`src/rtl/id_pipe.sv`:
```
// id_pipe: RV32I instruction-decode pipeline stage.
// Decodes the incoming instruction, reads and forwards register operands,
// and stalls one cycle on a load-use hazard. Produces a registered bundle
// on a valid/ready handshake.
// Ports:
//   clk, rst           clock, async active-high reset
//   in_valid_i/_ready_o fetch-side handshake; inst_i, inst_addr_i
//   rs1/rs2_addr_o      register-file read addresses (combinational)
//   rs1/rs2_data_i      register-file read data
//   fwd_wen/rd/data_i   forwarding channels, index 0 youngest
//   ex_is_load_i/ex_rd_i EX-stage load info for hazard detection
//   flush_i             discard held and incoming instruction
//   out_valid_o/ready_i EX-side handshake; registered bundle outputs
module id_pipe #(
  parameter int XLEN    = 32,
  parameter int NUM_FWD = 2
) (
  input  logic                    clk,
  input  logic                    rst,
  input  logic                    in_valid_i,
  output logic                    in_ready_o,
  input  logic [31:0]             inst_i,
  input  logic [31:0]             inst_addr_i,
  output logic [4:0]              rs1_addr_o,
  output logic [4:0]              rs2_addr_o,
  input  logic [XLEN-1:0]         rs1_data_i,
  input  logic [XLEN-1:0]         rs2_data_i,
  input  logic [NUM_FWD-1:0]      fwd_wen_i,
  input  logic [5*NUM_FWD-1:0]    fwd_rd_i,
  input  logic [XLEN*NUM_FWD-1:0] fwd_data_i,
  input  logic                    ex_is_load_i,
  input  logic [4:0]              ex_rd_i,
  input  logic                    flush_i,
  output logic                    out_valid_o,
  input  logic                    out_ready_i,
  output logic [31:0]             inst_o,
  output logic [31:0]             inst_addr_o,
  output logic [XLEN-1:0]         op1_o,
  output logic [XLEN-1:0]         op2_o,
  output logic [XLEN-1:0]         imm_o,
  output logic [4:0]              rd_addr_o,
  output logic                    reg_wen_o,
  output logic                    illegal_o
);

  localparam logic [6:0] OPC_LUI    = 7'b0110111;
  localparam logic [6:0] OPC_AUIPC  = 7'b0010111;
  localparam logic [6:0] OPC_JAL    = 7'b1101111;
  localparam logic [6:0] OPC_JALR   = 7'b1100111;
  localparam logic [6:0] OPC_BRANCH = 7'b1100011;
  localparam logic [6:0] OPC_LOAD   = 7'b0000011;
  localparam logic [6:0] OPC_STORE  = 7'b0100011;
  localparam logic [6:0] OPC_OPIMM  = 7'b0010011;
  localparam logic [6:0] OPC_OP     = 7'b0110011;
  localparam logic [6:0] OPC_MISC   = 7'b0001111;
  localparam logic [6:0] OPC_SYSTEM = 7'b1110011;

  localparam logic [1:0] SEL1_RS = 2'd0, SEL1_PC = 2'd1, SEL1_ZERO = 2'd2;
  localparam logic [1:0] SEL2_RS = 2'd0, SEL2_IMM = 2'd1, SEL2_FOUR = 2'd2;

  logic [6:0]        w_opc;
  logic [2:0]        w_f3;
  logic [6:0]        w_f7;
  logic [4:0]        w_rd;
  logic              w_use_rs1, w_use_rs2, w_writes_rd, w_illegal, w_wen;
  logic [1:0]        w_op1_sel, w_op2_sel;
  logic signed [31:0] w_imm32;
  logic [XLEN-1:0]   w_imm, w_pc, w_rs1_val, w_rs2_val, w_op1, w_op2;
  logic              w_hazard;

  assign w_opc = inst_i[6:0];
  assign w_f3  = inst_i[14:12];
  assign w_f7  = inst_i[31:25];
  assign w_rd  = inst_i[11:7];

  always_comb begin
    w_use_rs1   = 1'b0;
    w_use_rs2   = 1'b0;
    w_writes_rd = 1'b0;
    w_illegal   = 1'b0;
    w_imm32     = '0;
    w_op1_sel   = SEL1_RS;
    w_op2_sel   = SEL2_IMM;
    case (w_opc)
      OPC_LUI: begin
        w_imm32 = {inst_i[31:12], 12'b0};
        w_writes_rd = 1'b1;
        w_op1_sel = SEL1_ZERO;
      end
      OPC_AUIPC: begin
        w_imm32 = {inst_i[31:12], 12'b0};
        w_writes_rd = 1'b1;
        w_op1_sel = SEL1_PC;
      end
      OPC_JAL: begin
        w_imm32 = {{12{inst_i[31]}}, inst_i[19:12], inst_i[20], inst_i[30:21], 1'b0};
        w_writes_rd = 1'b1;
        w_op1_sel = SEL1_PC;
        w_op2_sel = SEL2_FOUR;
      end
      OPC_JALR: begin
        w_imm32 = {{20{inst_i[31]}}, inst_i[31:20]};
        w_use_rs1 = 1'b1;
        w_writes_rd = 1'b1;
        w_op1_sel = SEL1_PC;
        w_op2_sel = SEL2_FOUR;
        w_illegal = (w_f3 != 3'd0);
      end
      OPC_BRANCH: begin
        w_imm32 = {{20{inst_i[31]}}, inst_i[7], inst_i[30:25], inst_i[11:8], 1'b0};
        w_use_rs1 = 1'b1;
        w_use_rs2 = 1'b1;
        w_op2_sel = SEL2_RS;
        w_illegal = (w_f3 == 3'd2) || (w_f3 == 3'd3);
      end
      OPC_LOAD: begin
        w_imm32 = {{20{inst_i[31]}}, inst_i[31:20]};
        w_use_rs1 = 1'b1;
        w_writes_rd = 1'b1;
        w_illegal = (w_f3 == 3'd3) || (w_f3 >= 3'd6);
      end
      OPC_STORE: begin
        w_imm32 = {{20{inst_i[31]}}, inst_i[31:25], inst_i[11:7]};
        w_use_rs1 = 1'b1;
        w_use_rs2 = 1'b1;
        w_op2_sel = SEL2_RS;
        w_illegal = (w_f3 > 3'd2);
      end
      OPC_OPIMM: begin
        w_imm32 = {{20{inst_i[31]}}, inst_i[31:20]};
        w_use_rs1 = 1'b1;
        w_writes_rd = 1'b1;
        // shift-immediates reuse the upper immediate bits as funct7
        if (w_f3 == 3'd1) w_illegal = (w_f7 != 7'h00);
        else if (w_f3 == 3'd5) w_illegal = (w_f7 != 7'h00) && (w_f7 != 7'h20);
      end
      OPC_OP: begin
        w_use_rs1 = 1'b1;
        w_use_rs2 = 1'b1;
        w_writes_rd = 1'b1;
        w_op2_sel = SEL2_RS;
        w_illegal = !((w_f7 == 7'h00) ||
                      ((w_f7 == 7'h20) && ((w_f3 == 3'd0) || (w_f3 == 3'd5))));
      end
      OPC_MISC:   w_illegal = (w_f3 > 3'd1);
      OPC_SYSTEM: w_illegal = (w_f3 != 3'd0);
      default:    w_illegal = 1'b1;
    endcase
  end

  assign w_imm      = XLEN'(w_imm32);
  assign w_pc       = XLEN'(inst_addr_i);
  assign w_wen      = w_writes_rd && (w_rd != 5'd0) && !w_illegal;
  assign rs1_addr_o = w_use_rs1 ? inst_i[19:15] : 5'd0;
  assign rs2_addr_o = w_use_rs2 ? inst_i[24:20] : 5'd0;

  // Walk from oldest to youngest so the lowest-index match wins.
  always_comb begin
    w_rs1_val = rs1_data_i;
    w_rs2_val = rs2_data_i;
    for (int i = NUM_FWD - 1; i >= 0; i--) begin
      if (fwd_wen_i[i] && (fwd_rd_i[5*i +: 5] == rs1_addr_o))
        w_rs1_val = fwd_data_i[XLEN*i +: XLEN];
      if (fwd_wen_i[i] && (fwd_rd_i[5*i +: 5] == rs2_addr_o))
        w_rs2_val = fwd_data_i[XLEN*i +: XLEN];
    end
    if (rs1_addr_o == 5'd0) w_rs1_val = '0;
    if (rs2_addr_o == 5'd0) w_rs2_val = '0;
  end

  always_comb begin
    w_op1 = w_rs1_val;
    if (w_op1_sel == SEL1_PC)        w_op1 = w_pc;
    else if (w_op1_sel == SEL1_ZERO) w_op1 = '0;
    w_op2 = w_imm;
    if (w_op2_sel == SEL2_RS)        w_op2 = w_rs2_val;
    else if (w_op2_sel == SEL2_FOUR) w_op2 = XLEN'(4);
  end

  // Unused rs addresses are already forced to 0, so ex_rd_i != 0 excludes them.
  assign w_hazard   = in_valid_i && ex_is_load_i && (ex_rd_i != 5'd0) &&
                      ((ex_rd_i == rs1_addr_o) || (ex_rd_i == rs2_addr_o));
  assign in_ready_o = (!out_valid_o || out_ready_i) && !w_hazard;

  always_ff @(posedge clk or posedge rst) begin
    if (rst) begin
      out_valid_o <= 1'b0;
      inst_o      <= 32'h0000_0013;
      inst_addr_o <= '0;
      op1_o       <= '0;
      op2_o       <= '0;
      imm_o       <= '0;
      rd_addr_o   <= '0;
      reg_wen_o   <= 1'b0;
      illegal_o   <= 1'b0;
    end else if (flush_i) begin
      out_valid_o <= 1'b0;
    end else if (in_valid_i && in_ready_o) begin
      out_valid_o <= 1'b1;
      inst_o      <= inst_i;
      inst_addr_o <= inst_addr_i;
      op1_o       <= w_op1;
      op2_o       <= w_op2;
      imm_o       <= w_imm;
      rd_addr_o   <= w_wen ? w_rd : 5'd0;
      reg_wen_o   <= w_wen;
      illegal_o   <= w_illegal;
    end else if (out_ready_i) begin
      // consumed with nothing new (covers the load-use bubble)
      out_valid_o <= 1'b0;
    end
  end

endmodule

```
`config.mk`:
```
export PLATFORM = sky130hd
export DESIGN_NAME = id_pipe
export DESIGN_NICKNAME = d
export VERILOG_FILES = /design/src/rtl/id_pipe.sv
export SDC_FILE = /design/constraint.sdc
export NUM_CORES = 1
export LEC_CHECK = 0
export BUFFER_PORTS_ARGS = -buffer_cell sky130_fd_sc_hd__clkbuf_2
export CAP_MARGIN = 20
export CELL_PAD_IN_SITES_DETAIL_PLACEMENT = 1
export CELL_PAD_IN_SITES_GLOBAL_PLACEMENT = 1
export CORE_MARGIN = 1.5
export CORE_UTILIZATION = 35
export CTS_CLUSTER_SIZE = 16
export DETAILED_ROUTE_END_ITERATION = 10
export PLACE_DENSITY_LB_ADDON = 0.1
export SLEW_MARGIN = 20
export SYNTH_ARGS = -nofsm -noshare
export SYNTH_HDL_FRONTEND = slang
export SYNTH_SLANG_ARGS = --single-unit
export TNS_END_PERCENT = 5
```
`constraint.sdc`:
```
create_clock -name clk -period 6.63 [get_ports clk]
set_input_delay 0.3315 -clock clk [delete_from_list [all_inputs] [get_ports clk]]
set_output_delay 0.3315 -clock clk [all_outputs]
set_load 0.02 [all_outputs]
```
==> insert_results.sql <==
INSERT INTO impl_metrics (metric_group, metric, value, unit) VALUES
('job', 'maxCapViolCount', '0', ''),
('logic_synthesis', 'synthesis.nets', '1342', ''),
('clock_network', 'cts.hold.buffers_added', '0', ''),
('floorplan', 'initial_core_util', '35.4', '%'),
('worst_setup_path', 'endpoint_kind', 'register', ''),
('sta', 'rsz0062_at_grt', 'false', ''),
('logic_synthesis', 'yosysSeqAreaShare', '44.3', '%'),
('cells_and_area', 'multi_input_comb_area', '0.00485', 'mm2'),
('routing', 'drt_pass1_iterations', '5', ''),
('sta', 'final.period_utilization', '53.1', '%'),
('worst_setup_path', 'category_of_the_worst_setup_path_launch_point', 'input port', ''),
('worst_setup_path', 'crit_chain', 'clkbuf_2 > a21boi_1 > and3_1 > xor2_2 > o41a_1 > nand2_8 > nor3_4 > a22o_1', ''),
('sta', 'transition_at_the_pin_with_the_smallest_max_transition_slack', '1.03', 'ns'),
('cells_and_area', 'final_core_utilization', '45.5', '%'),
('grt', 'antenna_found_initial', '3', ''),
('clock_network', 'numCtsBuffers', '17', ''),
('clock_network', 'post_cts_buffers', '0', ''),
('worst_setup_path', 'critical_path_required', '7.00', 'ns'),
('sta', 'timing.fmax', '284', 'MHz'),
('outcome', 'outcome', 'finished clean', ''),
('logic_synthesis', 'dominantRegCellSynth', 'sky130_fd_sc_hd__dfrtp_1', ''),
('grt', 'grt_first_pass_wirelength', '63600', 'um'),
('pwr', 'vdd_drop_max', '140', 'uV'),
('pwr', 'power_density', '239', 'mW/mm2'),
('logic_synthesis', 'postSynthCellCount', '1127', ''),
('place', 'io_buffers', '393', ''),
('cells_and_area', 'area.sequential', '0.00421', 'mm2'),
('cells_and_area', 'synthToLayoutAreaGrowth', '28.4', '%'),
('floorplan', 'fp.coreArea', '0.0268', 'mm2'),
('clock_network', 'clockBufferDepth', '2', ''),
('floorplan', 'dieArea', '0.0281', 'mm2'),
('sta', 'worst_clock_skew', '0.0144', 'ns'),
('worst_setup_path', 'max_stage_delay', '0.78', 'ns'),
('floorplan', 'die_w', '168', 'um'),
('cells_and_area', 'nFillCells', '3368', ''),
('hold_path', 'hp-class', 'in2async', ''),
('worst_setup_path', 'critical_setup_path_kind', 'in2reg', ''),
('logic_synthesis', 'synth.top_cell.area_share', '43.5', '%'),
('logic_synthesis', 'postSynthRegisterBits', '168', ''),
('clock_network', 'clock_sinks', '168', ''),
('logic_synthesis', 'synth_top_area_cell', 'sky130_fd_sc_hd__dfrtp_1', ''),
('routing', 'vias_per_cell', '5.49', ''),
('place', 'detailedPlacementHpwl', '30200', 'um'),
('pwr', 'leakagePower', '6.42', 'nW'),
('worst_setup_path', 'critical_path_peak_fanout', '158', ''),
('grt', 'grt_use_total', '29.7', '%'),
('worst_setup_path', 'crit_path_top_delay_cell', 'sky130_fd_sc_hd__a21boi_1', ''),
('floorplan', 'die_h', '168', 'um'),
('sta', 'max_slew_margin', '31.6', '%'),
('worst_setup_path', 'worstPathArrival', '3.89', 'ns'),
('clock_network', 'clk_latency', '0.43', 'ns'),
('cells_and_area', 'layout-drive-gt1-share', '31.8', '%'),
('logic_synthesis', 'synth_area', '0.00950', 'mm2'),
('clock_network', 'clock_tree.htree_level_count', '4', ''),
('routing', 'routed-via-count', '9968', ''),
('grt', 'grt_max_degree', '159', ''),
('cells_and_area', 'final_net_count', '1675', ''),
('logic_synthesis', 'synth_top_cells_by_area', 'sky130_fd_sc_hd__dfrtp_1, sky130_fd_sc_hd__nand2_1, sky130_fd_sc_hd__o21ai_0', ''),
('logic_synthesis', 'yosys_warnings', '0', ''),
('logic_synthesis', 'netlist-cell-type-count', '64', ''),
('floorplan', 'std_cell_rows', '60', ''),
('clock_network', 'cts.repair.resized', '0', ''),
('routing', 'drc', '0', ''),
('logic_synthesis', 'synthArstFlopShare', '100', '%'),
('grt', 'final_global_route_overflow_total', '0', ''),
('floorplan', 'pin_count', '394', ''),
('place', 'routabilityCongestion', '0.882', ''),
('sta', 'finalWorstPathRequiredPeriod', '3.52', 'ns'),
('sta', 'count_of_endpoints_failing_hold_in_the_final_timing_report', '0', ''),
('logic_synthesis', 'syn-mean-instance-area', '8.43', 'um2'),
('routing', 'wl', '41700', 'um'),
('routing', 'antenna_left', '0', ''),
('sta', 'final_max_slew_viol_count', '0', ''),
('logic_synthesis', 'synth_edf_count', '0', ''),
('sta', 'timing.final.setup_violations', '0', ''),
('clock_network', 'cts_root_buffer', 'sky130_fd_sc_hd__clkbuf_16', ''),
('sta', 'setup-tns-final', '0', 'ns'),
('clock_network', 'tritoncts', 'yes', ''),
('routing', 'drt_first_iter_violations', '663', ''),
('clock_network', 'cts_clk_pin_slew_worst_paths', '0.08', 'ns'),
('grt', 'first_global_vias', '10407', ''),
('routing', 'route.detailed.wl_per_inst', '23.0', 'um');
flip-flops by register name (all words and copies together), names as in the netlist:
| signal | count |
|---|---|
| imm_o | 32 |
| inst_addr_o | 32 |
| inst_o | 32 |
| op1_o | 32 |
| op2_o | 32 |
| rd_addr_o | 5 |
| illegal_o | 1 |
| out_valid_o | 1 |
| reg_wen_o | 1 |
per-stage QoR:
step / worst slack [ns] / total power, mW / std cells / instance area [um2] / hold slack (ns)
after floorplan: 1.76 / 1.59 / 1127 / 9500 / 0.415
after global placement: 2.80 / 1.88 / 1782 / 11600 / 0.449
after detailed placement: 2.65 / 1.90 / 1782 / 11600 / 0.457
after CTS: 3.12 / 2.94 / 1814 / 12200 / 0.0481
after global routing: 2.82 / 3.05 / 1816 / 12200 / 0.0526
final: 3.11 / 2.92 / 1817 / 12200 / 0.00185
worst max-delay path, delay by kind of cell:
| kind | cells | cell delay (ns) |
|---|---|---|
| AO/OA/AOI/OAI | 3 | 1.45 |
| AND/OR/NAND/NOR | 3 | 1.56 |
| buffers and inverters | 1 | 0.25 |
| XOR/XNOR | 1 | 0.22 |
synth_stat cells (4+ instances only):
master / count
sky130_fd_sc_hd__nor4bb_1: 4
sky130_fd_sc_hd__nand3b_1: 6
sky130_fd_sc_hd__a211oi_1: 13
sky130_fd_sc_hd__xor2_1: 13
sky130_fd_sc_hd__a31oi_1: 18
sky130_fd_sc_hd__mux2i_1: 31
sky130_fd_sc_hd__and2_1: 7
sky130_fd_sc_hd__a21o_1: 35
sky130_fd_sc_hd__nor2_1: 41
sky130_fd_sc_hd__nand2_1: 295
sky130_fd_sc_hd__and3_1: 7
sky130_fd_sc_hd__o22ai_1: 10
sky130_fd_sc_hd__nand3_1: 32
sky130_fd_sc_hd__o211ai_1: 31
sky130_fd_sc_hd__nor3_1: 4
sky130_fd_sc_hd__clkbuf_1: 36
sky130_fd_sc_hd__buf_2: 30
sky130_fd_sc_hd__nand2b_1: 7
sky130_fd_sc_hd__buf_4: 19
sky130_fd_sc_hd__nor2b_1: 14
sky130_fd_sc_hd__o21ai_1: 11
sky130_fd_sc_hd__dfrtp_1: 165
sky130_fd_sc_hd__inv_1: 7
sky130_fd_sc_hd__a22oi_1: 9
sky130_fd_sc_hd__o22a_1: 22
sky130_fd_sc_hd__a21oi_1: 76
sky130_fd_sc_hd__clkbuf_2: 5
sky130_fd_sc_hd__a21boi_0: 7
sky130_fd_sc_hd__a22o_1: 8
sky130_fd_sc_hd__o21ai_0: 110
kinds of logic after synthesis:
logic type | after synthesis | synth area share [%]
XOR/XNOR | 17 | 1.65
AND/OR/NAND/NOR | 439 | 20.4
multiplexers | 31 | 3.27
buffers and inverters | 100 | 5.40
flip-flops | 168 | 44.3
AO/OA/AOI/OAI | 372 | 25.0
placed cells by master (no fill, tap or decap), types with 22 or more instances in the layout:
cell type | netlist | routed
sky130_fd_sc_hd__a21o_1 | 35 | 35
sky130_fd_sc_hd__a21oi_1 | 76 | 75
sky130_fd_sc_hd__clkbuf_2 | 5 | 393
sky130_fd_sc_hd__dfrtp_1 | 165 | 165
sky130_fd_sc_hd__mux2i_1 | 31 | 31
sky130_fd_sc_hd__nand2_1 | 295 | 295
sky130_fd_sc_hd__nand3_1 | 32 | 31
sky130_fd_sc_hd__nor2_1 | 41 | 41
sky130_fd_sc_hd__o211ai_1 | 31 | 31
sky130_fd_sc_hd__o21ai_0 | 110 | 110
sky130_fd_sc_hd__o22a_1 | 22 | 22
worst paths after layout:
path | slack (ns) | cells after the start | start | endpoint
worst min-delay path | 0.002 | 2 | rst | inst_o[25]$_DFFE_PP0P_
max in group asynchronous | 5.11 | 3 | rst | inst_addr_o[11]$_DFFE_PP0P_
worst max register to register | 4.02 | 5 | out_valid_o$_DFFE_PP0P_ | rd_addr_o[2]$_DFFE_PP0P_
worst min register to register | 0.47 | 2 | inst_o[1]$_DFFE_PP1P_ | inst_o[1]$_DFFE_PP1P_
min in group clk | 0.10 | 3 | inst_addr_i[6] | inst_addr_o[6]$_DFFE_PP0P_
worst max-delay path | 3.11 | 8 | inst_i[5] | rd_addr_o[2]$_DFFE_PP0P_
final cells by class:
class / count / area share [%]
multi-input combinational: 859 / 39.7
sequential: 168 / 34.5
timing repair buffer: 407 / 17.0
tap: 341 / 3.50
clock buffer: 17 / 3.49
clock inverter: 15 / 1.44
inverter: 7 / 0.277
antenna: 3 / 0.0616
power breakdown:
group / switching [mW] / internal (mW) / total (mW)
clock: 0.528 / 0.513 / 1.04
sequential: 0.0688 / 1.14 / 1.21
combinational: 0.449 / 0.221 / 0.670
total: 1.05 / 1.87 / 2.92
per-layer routing:
| metal | part of all wire [%] | GRT usage (%) | vias up | routed length (um) |
|---|---|---|---|---|
| li1 | - | - | 4623 | - |
| met1 | 43 | 38.6 | 4931 | 18000 |
| met2 | 48 | 49.7 | 357 | 20100 |
| met3 | 6.1 | 6.33 | 57 | 2570 |
| met4 | 2.5 | 8.77 | 0 | 1050 |
| met5 | 0 | 0 | - | 0 |
Power figures use the tool's default switching activity.
